**src/rtl/lock_pkg.sv**
```systemverilog
// ---------------------------------------------------------------------------
// lock_pkg
// Shared definitions for the keypad lock and its lockout supervisor.
//   - state_t       : supervisor state encoding (ARMED / LOCKOUT / ALARM)
//   - CODE_*        : 5-bit seven-segment display codes. Codes 0..9 are the
//                     plain digits; the constants below are the glyphs.
//   - to_bcd()      : converts 0..99 to two-digit packed BCD {tens, ones}
// ---------------------------------------------------------------------------
package lock_pkg;

    typedef enum logic [1:0] {
        ST_ARMED   = 2'd0,
        ST_LOCKOUT = 2'd1,
        ST_ALARM   = 2'd2
    } state_t;

    localparam logic [4:0] CODE_C     = 5'b01010;
    localparam logic [4:0] CODE_L     = 5'b01011;
    localparam logic [4:0] CODE_S     = 5'b01100;
    localparam logic [4:0] CODE_D     = 5'b01101;
    localparam logic [4:0] CODE_O     = 5'b01110;
    localparam logic [4:0] CODE_P     = 5'b01111;
    localparam logic [4:0] CODE_E     = 5'b10000;
    localparam logic [4:0] CODE_N     = 5'b10001;
    localparam logic [4:0] CODE_TIRE  = 5'b10010;
    localparam logic [4:0] CODE_BLANK = 5'b10011;

    // Callers saturate to 99 before converting, so two digits always suffice.
    function automatic logic [7:0] to_bcd(input int unsigned value);
        logic [3:0] tens;
        logic [3:0] ones;
        tens = 4'(value / 10);
        ones = 4'(value % 10);
        return {tens, ones};
    endfunction

endpackage

```
**src/rtl/tick_gen.sv**
```systemverilog
// ---------------------------------------------------------------------------
// tick_gen
// Prescaler for the lockout supervisor. Counts clk cycles while run is high
// and restarts from zero whenever run is low, so the first tick after run
// rises arrives exactly TICK_DIV cycles later.
// Ports:
//   clk  in  : system clock
//   rst  in  : asynchronous active-high reset
//   run  in  : enable; low holds the prescaler at zero
//   tick out : one-cycle pulse once per TICK_DIV cycles (1 s)
//   half out : one-cycle pulse every TICK_DIV/2 cycles (blink toggle)
// ---------------------------------------------------------------------------
module tick_gen #(
    parameter int TICK_DIV = 50_000_000
) (
    input  logic clk,
    input  logic rst,
    input  logic run,
    output logic tick,
    output logic half
);

    localparam int CW = $clog2(TICK_DIV);
    localparam logic [CW-1:0] LAST      = CW'(TICK_DIV - 1);
    localparam logic [CW-1:0] HALF_LAST = CW'(TICK_DIV / 2 - 1);

    logic [CW-1:0] cnt_reg;

    always_ff @(posedge clk or posedge rst) begin
        if (rst) begin
            cnt_reg <= '0;
        end else if (!run || cnt_reg == LAST) begin
            cnt_reg <= '0;
        end else begin
            cnt_reg <= cnt_reg + CW'(1);
        end
    end

    assign tick = run && (cnt_reg == LAST);
    // Two pulses per period: mid-way and at the wrap, giving a 50% square wave.
    assign half = run && (cnt_reg == HALF_LAST || cnt_reg == LAST);

endmodule

```
**src/rtl/lockout_controller.sv**
```systemverilog
// ---------------------------------------------------------------------------
// lockout_controller
// Failed-attempt supervisor for the keypad lock. Counts consecutive failed
// attempts, forces a timed lockout with a doubling penalty after MAX_FAIL
// failures, and latches an alarm after MAX_LOCKOUT lockouts. Only
// admin_clear (or reset) leaves the alarm.
// Ports:
//   clk, rst      : clock, asynchronous active-high reset
//   attempt_valid : one-cycle pulse per completed attempt
//   attempt_ok    : attempt result, qualified by attempt_valid
//   admin_clear   : one-cycle pulse, returns everything to ARMED
//   entry_en      : lock FSM may accept digits (ARMED)
//   lockout       : in LOCKOUT
//   alarm         : in ALARM
//   fail_count    : consecutive failures so far
//   remain        : remaining lockout seconds, BCD {tens, ones}
//   disp          : four 5-bit display codes, leftmost in [19:15]
//   disp_en       : disp overrides the lock FSM display
// All outputs come straight from registers.
// ---------------------------------------------------------------------------
module lockout_controller
    import lock_pkg::*;
#(
    parameter int TICK_DIV    = 50_000_000,
    parameter int MAX_FAIL    = 3,
    parameter int PENALTY_S   = 10,
    parameter int MAX_LOCKOUT = 3
) (
    input  logic        clk,
    input  logic        rst,
    input  logic        attempt_valid,
    input  logic        attempt_ok,
    input  logic        admin_clear,
    output logic        entry_en,
    output logic        lockout,
    output logic        alarm,
    output logic [2:0]  fail_count,
    output logic [7:0]  remain,
    output logic [19:0] disp,
    output logic        disp_en
);

    state_t     state_reg,      state_next;
    logic [2:0] fail_count_reg, fail_count_next;
    logic [2:0] lock_cnt_reg,   lock_cnt_next;
    logic [7:0] remain_reg,     remain_next;
    logic       blink_reg,      blink_next;
    logic       entry_en_reg,   lockout_reg, alarm_reg, disp_en_reg;

    logic       run;
    logic       tick;
    logic       half;
    logic [2:0] lock_inc;
    logic [4:0] digit_next [4];

    // Penalty for the n-th lockout (n >= 1): PENALTY_S * 2^(n-1), capped at 99.
    function automatic logic [7:0] penalty_bcd(input logic [2:0] n);
        int unsigned secs;
        secs = 32'(PENALTY_S) << (n - 3'd1);
        if (secs > 99) begin
            secs = 99;
        end
        return to_bcd(secs);
    endfunction

    // Clearing the prescaler on admin_clear takes effect on the same edge
    // that returns the FSM to ARMED.
    assign run = (state_reg != ST_ARMED) && !admin_clear;

    tick_gen #(
        .TICK_DIV (TICK_DIV)
    ) u_tick_gen (
        .clk  (clk),
        .rst  (rst),
        .run  (run),
        .tick (tick),
        .half (half)
    );

    assign lock_inc = lock_cnt_reg + 3'd1;

    // Next-state and counter logic
    always_comb begin
        state_next      = state_reg;
        fail_count_next = fail_count_reg;
        lock_cnt_next   = lock_cnt_reg;
        remain_next     = remain_reg;

        if (admin_clear) begin
            state_next      = ST_ARMED;
            fail_count_next = 3'd0;
            lock_cnt_next   = 3'd0;
            remain_next     = 8'h00;
        end else begin
            case (state_reg)
                ST_ARMED: begin
                    if (attempt_valid) begin
                        if (attempt_ok) begin
                            fail_count_next = 3'd0;
                            lock_cnt_next   = 3'd0;
                        end else if (int'(fail_count_reg) < MAX_FAIL - 1) begin
                            fail_count_next = fail_count_reg + 3'd1;
                        end else begin
                            fail_count_next = 3'd0;
                            lock_cnt_next   = lock_inc;
                            if (int'(lock_inc) == MAX_LOCKOUT) begin
                                state_next = ST_ALARM;
                            end else begin
                                state_next  = ST_LOCKOUT;
                                remain_next = penalty_bcd(lock_inc);
                            end
                        end
                    end
                end
                ST_LOCKOUT: begin
                    if (tick) begin
                        if (remain_reg == 8'h01) begin
                            state_next  = ST_ARMED;
                            remain_next = 8'h00;
                        end else if (remain_reg[3:0] == 4'd0) begin
                            remain_next = {remain_reg[7:4] - 4'd1, 4'd9};
                        end else begin
                            remain_next = {remain_reg[7:4], remain_reg[3:0] - 4'd1};
                        end
                    end
                end
                default: begin
                    // ALARM holds until admin_clear.
                end
            endcase
        end
    end

    // Blink restarts at 0 on every entry into LOCKOUT/ALARM.
    always_comb begin
        blink_next = blink_reg;
        if (state_next == ST_ARMED || state_reg == ST_ARMED) begin
            blink_next = 1'b0;
        end else if (half) begin
            blink_next = ~blink_reg;
        end
    end

    // Display content decoded from the next state so the registered display
    // changes on the same edge as the state.
    always_comb begin
        for (int i = 0; i < 4; i++) begin
            digit_next[i] = CODE_BLANK;
        end
        case (state_next)
            ST_LOCKOUT: begin
                digit_next[3] = CODE_L;
                digit_next[1] = {1'b0, remain_next[7:4]};
                digit_next[0] = {1'b0, remain_next[3:0]};
            end
            ST_ALARM: begin
                for (int i = 0; i < 4; i++) begin
                    digit_next[i] = blink_next ? CODE_TIRE : CODE_BLANK;
                end
            end
            default: begin
            end
        endcase
    end

    always_ff @(posedge clk or posedge rst) begin
        if (rst) begin
            state_reg      <= ST_ARMED;
            fail_count_reg <= 3'd0;
            lock_cnt_reg   <= 3'd0;
            remain_reg     <= 8'h00;
            blink_reg      <= 1'b0;
            entry_en_reg   <= 1'b1;
            lockout_reg    <= 1'b0;
            alarm_reg      <= 1'b0;
            disp_en_reg    <= 1'b0;
        end else begin
            state_reg      <= state_next;
            fail_count_reg <= fail_count_next;
            lock_cnt_reg   <= lock_cnt_next;
            remain_reg     <= remain_next;
            blink_reg      <= blink_next;
            entry_en_reg   <= (state_next == ST_ARMED);
            lockout_reg    <= (state_next == ST_LOCKOUT);
            alarm_reg      <= (state_next == ST_ALARM);
            disp_en_reg    <= (state_next != ST_ARMED);
        end
    end

    // One register per display digit; gi = 3 is the leftmost position.
    for (genvar gi = 0; gi < 4; gi++) begin : g_digit
        logic [4:0] digit_reg;

        always_ff @(posedge clk or posedge rst) begin
            if (rst) begin
                digit_reg <= CODE_BLANK;
            end else begin
                digit_reg <= digit_next[gi];
            end
        end

        assign disp[gi*5 +: 5] = digit_reg;
    end

    assign entry_en   = entry_en_reg;
    assign lockout    = lockout_reg;
    assign alarm      = alarm_reg;
    assign disp_en    = disp_en_reg;
    assign fail_count = fail_count_reg;
    assign remain     = remain_reg;

endmodule

```
**config.mk**
```make
export PLATFORM = sky130hd
export DESIGN_NAME = lockout_controller
export DESIGN_NICKNAME = d
export VERILOG_FILES = /design/src/rtl/lock_pkg.sv /design/src/rtl/tick_gen.sv /design/src/rtl/lockout_controller.sv
export SDC_FILE = /design/constraint.sdc
export NUM_CORES = 1
export LEC_CHECK = 0
export ABC_AREA = 1
export CAP_MARGIN = 40
export CORE_ASPECT_RATIO = 1.2
export CORE_MARGIN = 2
export CORE_UTILIZATION = 55
export DETAILED_ROUTE_END_ITERATION = 7
export GPL_TIMING_DRIVEN = 0
export PLACE_DENSITY_LB_ADDON = 0.08
export SETUP_SLACK_MARGIN = 0.02
export SYNTH_ARGS = -nofsm -noshare
export SYNTH_HDL_FRONTEND = slang
export SYNTH_SLANG_ARGS = --single-unit
```
**constraint.sdc**
```tcl
create_clock -name clk -period 2.9 [get_ports clk]
set_clock_uncertainty 0.05 [all_clocks]
set_input_delay 0.725 -clock clk [delete_from_list [all_inputs] [get_ports clk]]
set_output_delay 0.725 -clock clk [all_outputs]
set_load 0.01 [all_outputs]
```
==> out/summary.json <==
{
  "crit_path_top_delay_cell": "clkdlybuf4s50_1",
  "multi_input_comb_area_mm2": 0.00197,
  "worst_path_most_repeated_cell": "inv_1",
  "run_status": "finished clean",
  "timing.critical_path.required_ns": 3.11,
  "critical_path_buf_inv_count": 5,
  "worst-path-max-fanout": 6,
  "holdPathStages": 1,
  "netlist_cell_types": 45,
  "clk_pin_slew_worst_paths_ns": 0.07,
  "synth.mux.area_fraction_pct": 0,
  "num-fill-cells": 549,
  "timing.final.ws_setup_ns": 0.164,
  "clockRootBuffer": "clkbuf_8",
  "route.detailed.drc": 0,
  "start_util_pct": 56.7,
  "cts_tree": "done",
  "synth-xor-area-share_pct": 1.68,
  "antenna_found_initial": 0,
  "ys_seq_elements": 58,
  "die_area_mm2": 0.00731,
  "start_kind": "input port",
  "fin_tns_setup_ns": 0,
  "powerDensity_mw_per_mm2": 440,
  "cp_num_cells": 13,
  "report.final.hold_viol_count": 0,
  "setup-violations-final": 0,
  "totalPowerFinal_uw": 2020,
  "preCtsSetupSlack_ns": -0.644,
  "final.period_utilization_pct": 94.3,
  "adder_cell_area_share_of_the_yosys_netlist_pct": 5.14,
  "maxSlewViolCount": 0,
  "die_h_um": 93.3,
  "dp_hpwl_um": 6140,
  "drt-wirelength-per-cell_um": 13.6,
  "max_freq_ghz": 0.366,
  "routability_congestion_estimate_from_global_placement": 0.918,
  "nets": 538,
  "clk-insertion-delay-late_ns": 0.33,
  "flip_flop_count_of_the_largest_register_after_layout": 26,
  "synth_compound_gate_area_share_pct": 11.3,
  "grt_pass1_wl_um": 14000,
  "core_area_mm2": 0.00645,
  "drv.max_cap_violation_count": 0,
  "rsz_0062_raised_after_global_routing": "yes",
  "largest_family_of_logic_cells_by_synthesized_area": "simple AND/OR/NAND/NOR gates",
  "synth.yosys.seq_area_share_pct": 40.0,
  "async_flop_share_pct": 100,
  "cts_htree_levels": 3,
  "boundaryPins": 40,
  "syn_area_mm2": 0.00365,
  "arrival_time_reported_for_the_critical_path_endpoint_ns": 2.95,
  "cts_made_buffers": 9,
  "syn2layout_area_growth_pct": 26.0,
  "post_synth.cell_area_avg_um2": 7.99,
  "count_of_mapped_cells_out_of_synthesis": 457,
  "slew-limit-headroom_pct": 63.1,
  "globalRoute.totalOverflow": 0,
  "inserted_diodes": 0,
  "worst_ir_drop_vdd_uv": 325,
  "finalNonFillerCells": 608,
  "final_core_util_pct": 71.4,
  "synth-warning-count": 0,
  "clk_path_buf_depth": 2,
  "num_vias": 3145,
  "proportion_of_layout_cells_with_a_drive_suffix_above_1_pct": 25.2,
  "max_stage_delay_ns": 0.49,
  "critical-path-top-delay-family": "buffers and inverters",
  "synthFlopType": "dfrtp_1",
  "global_router_s_overall_resource_usage_pct": 24.3,
  "grt_pass1_vias": 3193,
  "finalWirelength_um": 8290,
  "worst_pin_slew_ns": 0.552,
  "antenna_left": 0,
  "grt_start_max_net_pins": 40,
  "first_pass_iters": 4,
  "cts.sinks": 58,
  "total_leakage_power_uw": 0.00215,
  "worst_hold_path_type": "reg -> reg",
  "cp_cell_sequence": "clkdlybuf4s50_1, inv_1, nor3_4, nand2_2, nor2_4, inv_2, a21oi_4, inv_1, ha_1, inv_1, nand3_2, a21oi_2, a21bo_2",
  "crit_type": "in -> reg",
  "drt-vias-per-instance": 5.17,
  "mostFrequentLayoutCell": "inv_1",
  "area.sequential_mm2": 0.00146,
  "r2r.worst_path.cells": 21,
  "dpl.cell_count": 580,
  "number_of_enable_flip_flop_cells_after_synthesis": 0,
  "synth_simple_gate_area_share_pct": 31.1,
  "count_of_buffers_from_port_buffering": 33,
  "die_x_um": 78.4,
  "core.rowCount": 32,
  "detailed_router_s_first_iteration_violation_count": 164,
  "finalWorstPathRequiredPeriod_ns": 2.74,
  "layout.cells.most_common_list": "64 x inv_1, 59 x nand2_1, 48 x dfrtp_1, 42 x nor2_1, 32 x clkdlybuf4s50_1",
  "crit_end_element": "flop"
}
## metal layers
metal | track usage [%] | routed length (µm) | part of all wire (%)
met2 | 43.5 | 4520 | 54
met4 | 11.0 | 175 | 2.1
met3 | 5.02 | 216 | 2.6
met5 | 0 | 0 | 0
met1 | 27.7 | 3380 | 41
## what timing repair did
item                                    in CTS  in global routing
gates resized for setup                      6                 39
pin swaps                                    2                 17
buffers inserted                             1                 11
hold buffers                                 0                  0
endpoints found under the setup margin      10                 16
## through the flow
stage               instance area, µm²  hold WS [ns]
global placement                  4110         0.420
CTS                               4370         0.435
floorplan                         3670         0.405
finish                            4600         0.433
global route                      4600         0.460
detailed placement                4130         0.426
## report_power, final
| part | internal, µW | switching [µW] |
|---|---|---|
| Combinational | 143 | 214 |
| Sequential | 822 | 13.3 |
| Clock | 489 | 342 |
| Total | 1450 | 569 |
## logic make-up (layout without fill, tap and decap cells)
family | count (synthesis) | in the layout
simple gates | 211 | 211
flops | 58 | 58
xor+xnor | 7 | 7
compound gates | 73 | 73
buf+inv | 91 | 153
other cells | 2 | 6
fa+ha+maj | 15 | 15
## cell type report
class	instances	share of cell area, %
buffer	13	1.96
clock buffer	9	2.69
clock inverter	7	2.20
inverter	78	6.58
multi-input combinational	312	42.8
sequential	58	31.8
tap	85	2.31
timing repair buffer	46	9.62
## final timing paths
| path | startpoint | endpoint | slack [ns] |
|---|---|---|---|
| setup / recovery | attempt_valid | g_digit[0].digit_reg[0]$_DFF_PP1_ | 0.16 |
| hold / removal | u_tick_gen.cnt_reg[0]$_DFF_PP0_ | u_tick_gen.cnt_reg[0]$_DFF_PP0_ | 0.43 |
| setup reg to reg | lock_cnt_reg[0]$_DFFE_PP0P_ | g_digit[0].digit_reg[2]$_DFF_PP0_ | 0.21 |
| hold reg to reg | u_tick_gen.cnt_reg[0]$_DFF_PP0_ | u_tick_gen.cnt_reg[0]$_DFF_PP0_ | 0.43 |
| max in group asynchronous | rst | g_digit[3].digit_reg[0]$_DFF_PP1_ | 1.52 |
| min in group asynchronous | rst | lock_cnt_reg[0]$_DFFE_PP0P_ | 0.66 |
## Yosys cell counts, types with 2 or more instances
cell type	count	share of area, %
nand2_2	12	2.1
ha_1	15	5.1
inv_2	7	0.72
a21oi_1	29	4.0
buf_4	9	1.8
o21ai_0	27	3.7
nor3_1	16	2.2
o21a_1	2	0.41
a211oi_1	2	0.41
o211ai_1	3	0.62
nor4_1	3	0.51
nand2_4	6	1.8
xnor2_1	2	0.48
inv_1	70	7.2
nor3_4	3	1.3
nand2_1	69	7.1
o21ai_1	3	0.41
nor2_2	8	1.4
clkbuf_1	2	0.21
nor2_4	3	0.92
nand4_1	10	1.7
nand3_1	21	2.9
a31oi_1	3	0.51
nand3_2	5	1.4
nand3b_1	3	0.62
nor2_1	44	4.5
conb_1	2	0.21
dfrtp_1	50	34
xor2_1	5	1.2
dfstp_2	8	5.8
No activity file was read; power rests on OpenSTA's default activity.
